===== src/rtl/input_debouncer_pkg.sv =====
// Shared types and parameter limits for the input debouncer and its synchroniser.
package input_debouncer_pkg;

    typedef enum logic [1:0] {
        STABLE_LO = 2'b00,
        PEND_HI   = 2'b01,
        STABLE_HI = 2'b10,
        PEND_LO   = 2'b11
    } db_state_t;

    localparam int MIN_SYNC_STAGES     = 2;
    localparam int MIN_DEBOUNCE_CYCLES = 2;

endpackage


===== src/rtl/input_debouncer_sync_chain.sv =====
// Synchronous-reset flop chain that brings an asynchronous level into the clk domain.
module sync_chain #(
    parameter int SYNC_STAGES = 2
) (
    input  logic clk,
    input  logic reset,
    input  logic d,
    output logic q
);

    logic [SYNC_STAGES-1:0] stages;

    always_ff @(posedge clk) begin
        if (reset) begin
            stages <= '0;
        end else begin
            stages <= {stages[SYNC_STAGES-2:0], d};
        end
    end

    assign q = stages[SYNC_STAGES-1];

endmodule


===== src/rtl/input_debouncer.sv =====
// Debounces a synchronised raw input: clean level, edge pulses and a saturating glitch count.
module input_debouncer
    import input_debouncer_pkg::*;
#(
    parameter int SYNC_STAGES     = 2,
    parameter int DEBOUNCE_CYCLES = 4,
    parameter int GLITCH_W        = 8
) (
    input  logic                clk,
    input  logic                reset,
    input  logic                raw_in,
    input  logic                clr_glitch,
    output logic                in_clean,
    output logic                rise_pulse,
    output logic                fall_pulse,
    output logic [1:0]          db_state,
    output logic [GLITCH_W-1:0] glitch_cnt
);

    localparam int CNT_W = $clog2(DEBOUNCE_CYCLES);
    localparam logic [CNT_W-1:0]    CNT_LAST   = CNT_W'(DEBOUNCE_CYCLES - 1);
    localparam logic [CNT_W-1:0]    CNT_ONE    = CNT_W'(1);
    localparam logic [GLITCH_W-1:0] GLITCH_MAX = '1;

    if (SYNC_STAGES < MIN_SYNC_STAGES) begin : g_bad_sync
        $error("input_debouncer: SYNC_STAGES below minimum");
    end
    if (DEBOUNCE_CYCLES < MIN_DEBOUNCE_CYCLES) begin : g_bad_db
        $error("input_debouncer: DEBOUNCE_CYCLES below minimum");
    end

    logic             s;
    db_state_t        state_q, state_d;
    logic [CNT_W-1:0] cnt_q, cnt_d;
    logic             in_clean_d, rise_d, fall_d, glitch_evt;

    sync_chain #(.SYNC_STAGES(SYNC_STAGES)) u_sync (
        .clk   (clk),
        .reset (reset),
        .d     (raw_in),
        .q     (s)
    );

    // cnt holds how many consecutive samples have disagreed with the accepted level.
    always_comb begin
        state_d    = state_q;
        cnt_d      = cnt_q;
        in_clean_d = in_clean;
        rise_d     = 1'b0;
        fall_d     = 1'b0;
        glitch_evt = 1'b0;
        case (state_q)
            STABLE_LO: begin
                if (s) begin
                    state_d = PEND_HI;
                    cnt_d   = CNT_ONE;
                end
            end
            PEND_HI: begin
                if (!s) begin
                    state_d    = STABLE_LO;
                    cnt_d      = '0;
                    glitch_evt = 1'b1;
                end else if (cnt_q == CNT_LAST) begin
                    state_d    = STABLE_HI;
                    in_clean_d = 1'b1;
                    rise_d     = 1'b1;
                    cnt_d      = '0;
                end else begin
                    cnt_d = cnt_q + 1'b1;
                end
            end
            STABLE_HI: begin
                if (!s) begin
                    state_d = PEND_LO;
                    cnt_d   = CNT_ONE;
                end
            end
            PEND_LO: begin
                if (s) begin
                    state_d    = STABLE_HI;
                    cnt_d      = '0;
                    glitch_evt = 1'b1;
                end else if (cnt_q == CNT_LAST) begin
                    state_d    = STABLE_LO;
                    in_clean_d = 1'b0;
                    fall_d     = 1'b1;
                    cnt_d      = '0;
                end else begin
                    cnt_d = cnt_q + 1'b1;
                end
            end
            default: begin
                state_d = STABLE_LO;
                cnt_d   = '0;
            end
        endcase
    end

    always_ff @(posedge clk) begin
        if (reset) begin
            state_q    <= STABLE_LO;
            cnt_q      <= '0;
            in_clean   <= 1'b0;
            rise_pulse <= 1'b0;
            fall_pulse <= 1'b0;
            glitch_cnt <= '0;
        end else begin
            state_q    <= state_d;
            cnt_q      <= cnt_d;
            in_clean   <= in_clean_d;
            rise_pulse <= rise_d;
            fall_pulse <= fall_d;
            // Clear takes precedence over a coincident glitch; the count never wraps.
            if (clr_glitch) begin
                glitch_cnt <= '0;
            end else if (glitch_evt && glitch_cnt != GLITCH_MAX) begin
                glitch_cnt <= glitch_cnt + GLITCH_W'(1);
            end
        end
    end

    assign db_state = state_q;

endmodule


===== config.mk =====
export PLATFORM = sky130hd
export DESIGN_NAME = input_debouncer
export DESIGN_NICKNAME = d
export VERILOG_FILES = /design/src/rtl/input_debouncer_pkg.sv /design/src/rtl/input_debouncer_sync_chain.sv /design/src/rtl/input_debouncer.sv
export SDC_FILE = /design/constraint.sdc
export NUM_CORES = 1
export LEC_CHECK = 0
export ABC_CLOCK_PERIOD_IN_PS = 2050
export CAP_MARGIN = 20
export CORE_UTILIZATION = 30
export DETAILED_ROUTE_END_ITERATION = 8
export DONT_BUFFER_PORTS = 1
export PLACE_DENSITY = 0.5
export RECOVER_POWER = 50
export SLEW_MARGIN = 25
export SYNTH_ARGS = -nofsm -noshare
export SYNTH_HDL_FRONTEND = slang
export SYNTH_HIERARCHICAL = 1
export SYNTH_SLANG_ARGS = --single-unit

===== constraint.sdc =====
create_clock -name clk -period 2.05 [get_ports clk]
set_input_delay 0.41 -clock clk [delete_from_list [all_inputs] [get_ports clk]]
set_output_delay 0.41 -clock clk [all_outputs]
set_load 0.005 [all_outputs]

* Word level (Yosys, flattened, before mapping)
Index checks and enable logic that the tools add are counted.
Word-level totals: flip-flop bits (word level) 17, input bits 4, output and inout bits 13, word-level logic and storage cells 55
Operators by class: $add $sub $neg 2, equality and inequality tests 13, mux-type cells 21, bitwise gates (word level) 3, reductions and logical operators 9
Operators by type and width (count):
- 2-bit two-way mux | 10
- 2-bit case mux with 4 select lines | 2
- 8-bit by 1-bit adder with 8-bit output (second input constant) | 1
- 2-bit != test (second input constant) | 4
- 8-bit != test (second input constant) | 1
- 1-bit two-way mux | 7
- 2-bit == test (second input constant) | 3
- 3-bit OR reduction | 2
- 5-bit AND reduction | 1
- 2-bit by 1-bit != test with 1-bit output (second input constant) | 2
- 1-bit case mux with 2 select lines | 2
- 4-bit AND reduction | 1
- 3-bit by 2-bit != test with 1-bit output (second input constant) | 1
- 3-bit != test (second input constant) | 1
- 1-bit NOT | 3
- 2-bit by 1-bit adder with 2-bit output (second input constant) | 1
- 2-bit by 1-bit == test with 1-bit output (second input constant) | 1
- 2-bit logical NOT | 1
- 2-bit AND reduction | 1
- 2-bit nonzero test | 1
- 2-bit OR reduction | 1
- 1-bit logical AND | 1

* Logic depth before layout (Yosys ltp)
word-level depth 4, mapped depth 4, gate-level depth less buffers 4

* Modules after synthesis
The synthesis kept the hierarchy.
By module, submodules not included:
- input_debouncer | instances 1, cells an instance 82, area an instance 782.0 um2, seq. area each 300.3 um2
- sync_chain | instances 1, cells an instance 4, area an instance 52.6 um2, seq. area each 40.0 um2

* Worst setup path after synthesis
No wires, ideal clock.
path kind register to register, start register glitch_cnt[0], end register glitch_cnt[0], setup time 0.072 ns, data arrival time 1.403 ns, data required time 1.978 ns, path slack 0.575 ns, stages on the path, launching flop included 5, buffers on the path 0, period minus slack after synthesis 1.475 ns, path through dfxtp_1 > ha_1 > and3_1 > a211oi_1 > mux2i_1
On the way: cells in the longest elaborated chain, start to end 2, elaborated cells between the ends (all ways) 3, classes of those cells add/sub: 1; eq/ne: 1; reduce/logical: 1
Ends and longest elaborated chain:
- start: declaration | RTL line input_debouncer.sv:17 | output logic [GLITCH_W-1:0] glitch_cnt
- start signal: assignment | RTL line input_debouncer.sv:118 | glitch_cnt <= glitch_cnt + GLITCH_W'(1);
- parallel branches: the longest is 2 deep, another holds 8-bit by 1-bit adder with 8-bit output
Several ways; the timed one is not identified. A chain may end at the register's enable or synchronous reset.

* Worst setup path after layout
start register glitch_cnt[0], end register glitch_cnt[1]
The elaborated chain is that of the path after synthesis.

==> results.sh <==
export IMPL_yosysSeqAreaShare_pct=40.8
export IMPL_clk_path_buf_depth=2
export IMPL_synth_ff_type="dfxtp_1"
export IMPL_worstSetupPathType="register to register"
export IMPL_finalCriticalPeriod_ns=1.67
export IMPL_r2r_cells=4
export IMPL_pwr_share_comb_pct=3.1
export IMPL_dp_cells=113
export IMPL_finalSetupViolations=0
export IMPL_min_period_over_period_pct=81.6
export IMPL_h_tree_depth=1
export IMPL_nFillCells=269
export IMPL_synthCells=86
export IMPL_wl_met3_um=129
export IMPL_grt_antenna_before_repair=0
export IMPL_maxCapViolations=0
export IMPL_avgSynthCellArea_um2=9.70
export IMPL_ys_warn_count=6
export IMPL_holdWs_ns=0.170
export IMPL_top_layer="met3"
export IMPL_power_density_nw_per_um2=623
export IMPL_endpoint="glitch_cnt[1]"
export IMPL_fmax_ghz=0.598
export IMPL_layout_nets=95
export IMPL_grt_pass1_vias=578
export IMPL_gr_total_overflow=0
export IMPL_ys_ff_latch=17
export IMPL_layout_drive_gt1_share_pct=9.20
export IMPL_crit_path_start="glitch_cnt[0]"
export IMPL_ys_types=35
export IMPL_setup_tns_ns=0
export IMPL_peakVddDrop_mv=0.329
export IMPL_hold_class="input pin to register"
export IMPL_avgRoutedWirePerCell_um=14.2
export IMPL_leakagePower_nw=0.294
export IMPL_io_pins=17
export IMPL_dp_hpwl_um=1220
export IMPL_report_final_hold_viol_count=0
export IMPL_p_sw_share_pct=23.6
export IMPL_route_vias_total=636
export IMPL_post_cts_buffers=0
export IMPL_crit_fanout=6
export IMPL_drv_slew=0
export IMPL_drcViolationCount=0
export IMPL_cts_resized=0
export IMPL_clk_latency_ns=0.29
export IMPL_syn_area_um2=835
export IMPL_stdcell_count=117
export IMPL_cp_start_kind="register"
export IMPL_insertedDiodeCount=0
export IMPL_pre_cts_slack_ns=0.400
export IMPL_rr_endpoint="glitch_cnt[1]"
export IMPL_design_area_um2=868
export IMPL_cts_made_buffers=3
export IMPL_grt_pass1_wl_um=2700
export IMPL_grt_max_degree=14
export IMPL_worst_ep_arrival_time_ns=1.90
export IMPL_row_count=18
export IMPL_portBuffers=0
export IMPL_drt_iter0_drc=10
export IMPL_placeableCoreArea_um2=2540
export IMPL_setup_ws_ns=0.376
export IMPL_clkPwrFrac_pct=34.2
export IMPL_viasPerCell=5.44
export IMPL_place_gp_congestion=0.759
export IMPL_wl_um=1670
export IMPL_wl_met1_um=845
export IMPL_switchingPower_mw=0.128
export IMPL_die_area_um2=3000
export IMPL_final_setup_skew_ns=0.000579
export IMPL_max_slew_worst_pin_slew_ns=0.570
export IMPL_r2r_slack_ns=0.38
export IMPL_internal_power_mw=0.413
export IMPL_worstReg2RegStart="glitch_cnt[0]"
export IMPL_cp_required_ns=2.28
export IMPL_holdBufCountCts=0
export IMPL_root_buffer="clkbuf_4"
export IMPL_area_delta_synth_final_pct=4.05
export IMPL_clk_pin_slew_ns=0.11
export IMPL_wl_met2_um=691
export IMPL_max_slew_margin_pct=61.7
export IMPL_ant_nets=0
export IMPL_clock_sinks=17
export IMPL_initial_utilization_pct=32.8
export IMPL_rsz0062_at_grt="no"
export IMPL_cp_end_kind="register"
export IMPL_postLayoutCoreUtil_pct=34.1
export IMPL_synth_edf_count=0
export IMPL_synth_nets=93
export IMPL_grt_usage_pct=12.5
export IMPL_p_seq_share_pct=62.6
export IMPL_drt_first_pass_iters=4
export IMPL_synthArstFlopShare_pct=0
export IMPL_dieWidth_um=54.7
export IMPL_status="complete, no violations"
export IMPL_finalPower_mw=0.541
export IMPL_place_area_um2=852
export IMPL_cts_tree="built"
export IMPL_die_y_um=54.7
-- cell families (layout without fill, tap and decap cells) --
kind of cell               Yosys count  in the layout  synth area share (%)
adders and majority gates            3              3                  4.50
buffers and inverters                8              9                  5.10
and+or+nand+nor                     30             30                  19.2
muxes                                4              4                  4.80
xor gates and xnor gates             2              2                  5.25
AOI/OAI and AO/OA                   22             22                  20.4
DFF                                 17             17                  40.8
-- synth_stat cells (all sizes together), types with 2 or more instances --
cell,instances,area [µm²]
dfxtp,17,340
nor2,4,15.0
nor4b,2,17.5
nor2b,2,12.5
o21ai,3,15.0
nand2,6,22.5
a211oi,5,37.5
buf,3,23.8
nand3,7,35.0
mux2i,4,40.0
and3,2,12.5
ha,3,37.5
or3,2,12.5
a21oi,3,15.0
inv,4,15.0
a2111oi,2,23.8
a31oi,2,12.5
-- critical path: stages (launching register included) --
cell and delay (ns):
dfxtp_1 0.39, ha_1 0.30, and3_1 0.25, a211oi_1 0.45, mux2i_1 0.22
-- cells in the final DEF, fill, tap and decap left out, drive strengths merged --
master	netlist	layout
dfxtp	17	17
a31o	1	1
nand2	6	6
a21o	1	1
o21ai	3	3
ha	3	3
a31oi	2	2
a311oi	1	1
inv	4	4
nor3	1	1
o41a	1	1
or2	1	1
xnor2	1	1
xor2	1	1
a211oi	5	5
nand3	7	7
o211a	1	1
o311a	1	1
a41o	1	1
nor2	4	4
or3	2	2
clkbuf	1	4
and3	2	2
and2	1	1
mux2i	4	4
nor4b	2	2
clkinv	0	1
nor2b	2	2
a2111oi	2	2
and4	1	1
nor4	1	1
a21oi	3	3
-- power by group through the flow --
| stage | sequential (mW) | combinational [mW] | clock [mW] |
|---|---|---|---|
| 4_1_cts | 0.339 | 0.0180 | 0.188 |
| 6_report | 0.339 | 0.0170 | 0.185 |
| 2_1_floorplan | 0.343 | 0.0199 | 0 |
| 3_3_place_gp | 0.347 | 0.0180 | 0 |
| 5_1_grt | 0.340 | 0.0199 | 0.204 |
| 3_5_place_dp | 0.347 | 0.0180 | 0 |
-- sequential cells by signal, summed over array words and instances (netlist names), named ones only --
| register | count |
|---|---|
| db_state | 1 |
| fall_pulse | 1 |
| in_clean | 1 |
| rise_pulse | 1 |
| cnt_q | 2 |
| u_sync/stages | 2 |
| glitch_cnt | 8 |
-- cell type report --
type	count	area, µm²	area share [%]
clock buffers	3	22.5	2.59
clock inverters	1	5.00	0.576
inverters	4	15.0	1.73
multi-input cells	61	444	51.2
flip-flops and latches	17	340	39.2
well taps	30	37.5	4.32
repair buffers	1	3.75	0.432
-- worst min-delay path by stage --
stage | from | endpoint | slack [ns] | cells after the start
2_1_floorplan | u_sync/stages[0] | u_sync/stages[1] | 0.41 | 1
3_3_place_gp | u_sync/stages[0] | u_sync/stages[1] | 0.43 | 1
3_5_place_dp | u_sync/stages[0] | u_sync/stages[1] | 0.43 | 1
4_1_cts | reset | cnt_q[1] | 0.16 | 1
5_1_grt | reset | register | 0.14 | 1
6_report | reset | cnt_q[1] | 0.17 | 1
-- routing by layer --
| layer | vias up | global-route usage (%) |
|---|---|---|
| met4 | 0 | 3.85 |
| met3 | 0 | 3.61 |
| met5 | - | 0 |
| met2 | 16 | 17.3 |
| met1 | 293 | 18.1 |
| li1 | 327 | - |
Note: power is estimated with default switching activity, not from simulation.
==> RTL edit 1 (config.mk and constraints unchanged) <==
Set the parameter `GLITCH_W` to 9 (it was 8).
--- a/src/rtl/input_debouncer.sv
+++ b/src/rtl/input_debouncer.sv
@@ -4,7 +4,7 @@
 #(
     parameter int SYNC_STAGES     = 2,
     parameter int DEBOUNCE_CYCLES = 4,
-    parameter int GLITCH_W        = 8
+    parameter int GLITCH_W        = 9
 ) (
     input  logic                clk,
     input  logic                reset,
Ports: changed (resized glitch_cnt); port bits go from 17 to 18. No check against the original RTL was run, so the function may have changed too.
==> RTL edit 1 against the original RTL <==
  * Via count up 4.6%
  * Sequential cell count up 1
  * Total power up 0.79%
  * Setup slack worse by 0.26 ns
  * Die area up 1.0%
  * Highest routed layer is now met4
  * Core utilization down 0.20 points
  * Final cell count up 3.4%
  * Final area up 0.29%
  * Area after synthesis up 1.0%
  * Synthesized cell count up 8.1%
  * Clock power down 8%
  * Count of clock-buffer cells in the layout unchanged
  * Wire length down 0.18%
==> RTL edit 1: results (changes against the original RTL) <==
setup_path:
  critical_path.max_fanout: 5  # was 6
  r2r_slack_ns: 0.12  # was 0.38 ns
  worstPathArrival_ns: 2.15  # was 1.90 ns
placement:
  place_hpwl_mm: 1.22  # about the same
  post_dp_cell_area_um2: 852  # unchanged
  io_buffers: 0  # unchanged
  gp_congestion: 0.675  # was 0.759
clocking:
  cts-root-buf: "clkbuf_4"  # unchanged
  cts.path.max_buffers: 2  # unchanged
  cts-htree-levels: 1  # unchanged
  numCtsBuffers: 3  # unchanged
  postCtsSetupRepairBufs: 0  # unchanged
  ctsResizeCount: 0  # unchanged
  path_clk_slew_ns: 0.10
  clk_latency_ns: 0.28
global_route:
  antenna_found_initial: 0  # unchanged
  grt_pass1_vias: 551  # was 578
  grtUsageTotal_pct: 11.7  # was 12.5%
  grt_max_degree: 17  # was 14
  grt_pass1_wl_mm: 2.44  # was 2.70 mm
synthesis:
  ys.flop_type: "dfxtp_1"  # unchanged
  yosysSeqAreaShare_pct: 42.7  # was 40.8%
  synth.net_count: 101  # was 93
  synthArstFlopShare_pct: 0  # unchanged
  netlist_top_cells_count: "dfxtp_1 (18), a21oi_1 (11), nand3_1 (6), o21ai_0 (6), nand2_1 (5)"  # was dfxtp_1 (17), nand3_1 (7), nand2_1 (6), a211oi_1 (5)
  yosys_warnings: 6  # unchanged
  ys_types: 32  # was 35
  synth_area_leaders: "dfxtp_1 (43%), a21oi_1 (6.5%), ha_1 (5.9%), nand3_1 (3.6%), o21ai_0 (3.6%)"  # was dfxtp_1 (41%), mux2i_1 (4.8%), a211oi_1 (4.5%), ha_1 (4.5%), nand3_1 (4.2%)
drt:
  drt_iter0_markers: 15  # was 10
  wl_per_cell_um: 13.7  # was 14.2 µm
  first_pass_iters: 5  # was 4
  vias: 665  # was 636
cells_and_area:
  fillerInstances: 276  # was 269
  drive_gt1_share_pct: 5.49  # was 9.20%
  diodes: 0  # unchanged
  reg.largest.list: "glitch_cnt x9, cnt_q x2, u_sync/stages x2"  # was glitch_cnt x8, cnt_q x2, u_sync/stages x2
timing:
  relSlewSlack_pct: 58.1  # was 61.7%
  hold_ws_ns: 0.181  # was 0.170 ns
  clock_skew_ns: 0.00396  # was 0.000579 ns
run_status:
  outcome: "finished clean"  # unchanged
pwr:
  peakVddDrop_uv: 285  # was 329 µV
  power.leakage_nw: 0.273  # was 0.294 nW
  intPower_mw: 0.428  # was 0.413 mW
hold_path:
  hp-class: "input port to register"  # unchanged
## RTL edit 1: layer usage
metal	GRT usage, %	up-vias	wire length [µm]
met5	0	-	0
met4	3.75	0	15
met3	4.64	2	82
met2	19.9	13	812
met1	13.2	316	751
li1	-	334	-
## RTL edit 1: layout make-up
type | instances | area, µm² | share of cell area (%)
multi-input cells | 66 | 435 | 50.0
flip-flops and latches | 18 | 360 | 41.4
well taps | 30 | 37.5 | 4.31
clock buffers | 3 | 22.5 | 2.59
inverters | 3 | 11.3 | 1.29
repair buffers | 1 | 3.75 | 0.431
## RTL edit 1: logic make-up (layout without fill, tap and decap cells)
logic type	Yosys count	in the layout	share of synthesized area, %
compound gates	24	24	16.5
xor+xnor	2	2	2.97
fa+ha+maj	4	4	5.93
buf+inv	9	7	5.64
flops	18	18	42.7
mux	1	1	1.19
simple gates	35	35	25.1
## RTL edit 1: critical path: stages (launching register included)
cell      delay [ns]
dfxtp_1         0.36
ha_1            0.24
nand2_1         0.09
nor3_1          0.05
ha_1            0.23
nand4b_1        0.27
or4_1           0.46
a21oi_1         0.17
## RTL edit 1: power by group through the flow
stage	registers, mW	logic, mW	clock network, mW
floorplan	0.363	0.0197	0
detailed placement	0.366	0.0178	0
global route	0.358	0.0191	0.194
global placement	0.366	0.0176	0
finish	0.357	0.0171	0.171
CTS	0.358	0.0178	0.182
## RTL edit 1: worst paths after layout
path,start,endpoint,cells past startpoint
setup / recovery,glitch_cnt[0],glitch_cnt[3],7
hold / removal,reset,db_state[0],1
setup reg to reg,glitch_cnt[0],glitch_cnt[3],7
hold reg to reg,u_sync/stages[0],u_sync/stages[1],1
## RTL edit 1: per-stage QoR
step	cells	setup WS [ns]	util [%]
after CTS	121	0.142	34.1
after global placement	118	0.261	33.2
final	121	0.117	33.9
after global routing	121	0.00991	33.9
after floorplan	93	0.367	-
after detailed placement	118	0.208	33.2
==> RTL edit 2 (same settings) <==
Without the edit above. Reset style: asynchronous (`reset`), changed in 2 clocked blocks. Comments in the files are not updated.
--- a/src/rtl/input_debouncer_sync_chain.sv
+++ b/src/rtl/input_debouncer_sync_chain.sv
@@ -10,7 +10,7 @@
 
     logic [SYNC_STAGES-1:0] stages;
 
-    always_ff @(posedge clk) begin
+    always_ff @(posedge clk or posedge reset) begin
         if (reset) begin
             stages <= '0;
         end else begin
--- a/src/rtl/input_debouncer.sv
+++ b/src/rtl/input_debouncer.sv
@@ -97,7 +97,7 @@
         endcase
     end
 
-    always_ff @(posedge clk) begin
+    always_ff @(posedge clk or posedge reset) begin
         if (reset) begin
             state_q    <= STABLE_LO;
             cnt_q      <= '0;
Check against the original RTL: differs if reset is asserted again (counterexample within 4 cycles, from zero or initial values and one cycle with reset high); with reset held inactive, the same outputs for 10 cycles.
==> RTL edit 2 against the original RTL <==
  * Highest routed layer unchanged
  * Synthesized cell count is 14% lower
  * Final cell count is 7.7% lower
  * Final area is 2.2% higher
  * Critical path type unchanged
  * Via count is 15% lower
  * Area after synthesis shrank 2.1%
  * Setup slack better by 0.0034 ns
  * Sequential cell count is the same
  * Wire length decreased by 16%
  * First-iteration DRC count shrank 30%
Power is not compared: it rests on default switching activity, and its combinational part moved more than twofold at a synthesized area within 25%.
==> RTL edit 2: results (changes against the original RTL) <==
clocking:
  hold_buffers: 1  # was 0
synthesis:
  yosysSeqAreaShare_pct: 52.1  # was 40.8%
  netlist_top_cells_count: "dfrtp_1 (17), nand2_1 (6), nor2_1 (6)"  # was dfxtp_1 (17), nand3_1 (7), nand2_1 (6), a211oi_1 (5)
  netlist_area_um2: 817  # was 835 µm²
  syn-instance-count: 74  # was 86
  synthArstFlopShare_pct: 100  # was 0%
  synth_area_leaders: "dfrtp_1 (52%), mux2i_1 (4.9%), ha_1 (4.6%), xnor2_4 (3.4%), mux2_2 (2.8%)"  # was dfxtp_1 (41%), mux2i_1 (4.8%), a211oi_1 (4.5%), ha_1 (4.5%), nand3_1 (4.2%)
  ys.flop_type: "dfrtp_1"  # was dfxtp_1
run_status:
  outcome: "finished clean"  # unchanged
placement:
  post_dp_cell_area_um2: 853  # was 852 µm²
  gp_congestion: 0.710  # was 0.759
  pre_cts_slack_ns: 0.378  # was 0.400 ns
  dp.cells: 103  # was 113
cells_and_area:
  drive_gt1_share_pct: 11.5  # was 9.20%
  instances_no_fill: 108  # was 117
  multi_input_cells: 51  # was 61
  seq_share_pct: 48.0  # was 39.2%
  buffer_area_share_pct: 1.55  # was 0.432%
  multi_input_area_share_pct: 41.5  # was 51.2%
  ff_latch_area_um2: 425  # was 340 µm²
  buffers: 2  # was 1
  clkCellAreaFrac_pct: 3.10  # was 3.17%
  fillerInstances: 267  # was 269
  final_nets: 86  # was 95
setup_path:
  reg2reg_depth: 5  # was 4
  critical_path.max_fanout: 7  # was 6
  reg2reg_from: "glitch_cnt[0]"  # unchanged
  worstPathArrival_ns: 1.85  # was 1.90 ns
  slowest_stage: "dfrtp_1"  # was a211oi_1
  rr_endpoint: "glitch_cnt[5]"  # was glitch_cnt[1]
drt:
  wl_met1_um: 609  # was 845 µm
  vias: 541  # was 636
  drt_iter0_markers: 7  # was 10
  met3_length_um: 109  # was 129 µm
  wl_met2_um: 677  # was 691 µm
  wl_per_cell_um: 12.9  # was 14.2 µm
global_route:
  grtUsageTotal_pct: 11.8  # was 12.5%
  grtUsageMet2_pct: 19.9  # was 17.3%
timing:
  hold_ws_ns: 0.0615  # was 0.170 ns
  relSlewSlack_pct: 60.7  # was 61.7%
  clock_skew_ns: 0.00111  # was 0.000579 ns
hold_path:
  hp-class: "input port to asynchronous set/reset pin"  # was input port to register
-- RTL edit 2: logic make-up after synthesis --
group           after synthesis  synth area share, %
compound gates               10                 9.04
xor+xnor                      2                 4.44
fa+ha+maj                     3                 4.59
buf+inv                       6                 2.91
flops                        17                 52.1
mux                           6                 7.66
simple gates                 30                 19.3
-- RTL edit 2: worst max-delay path by stage --
| stage | endpoint | cells after the start | slack (ns) | from |
|---|---|---|---|---|
| 6_report | glitch_cnt[5] | 5 | 0.38 | glitch_cnt[0] |
| 5_1_grt | glitch_cnt[5] | 5 | 0.28 | glitch_cnt[0] |
| 4_1_cts | glitch_cnt[5] | 5 | 0.36 | glitch_cnt[0] |
| 3_5_place_dp | glitch_cnt[5] | 5 | 0.38 | glitch_cnt[0] |
| 3_3_place_gp | glitch_cnt[5] | 5 | 0.39 | glitch_cnt[0] |
| 2_1_floorplan | glitch_cnt[5] | 5 | 0.47 | glitch_cnt[0] |
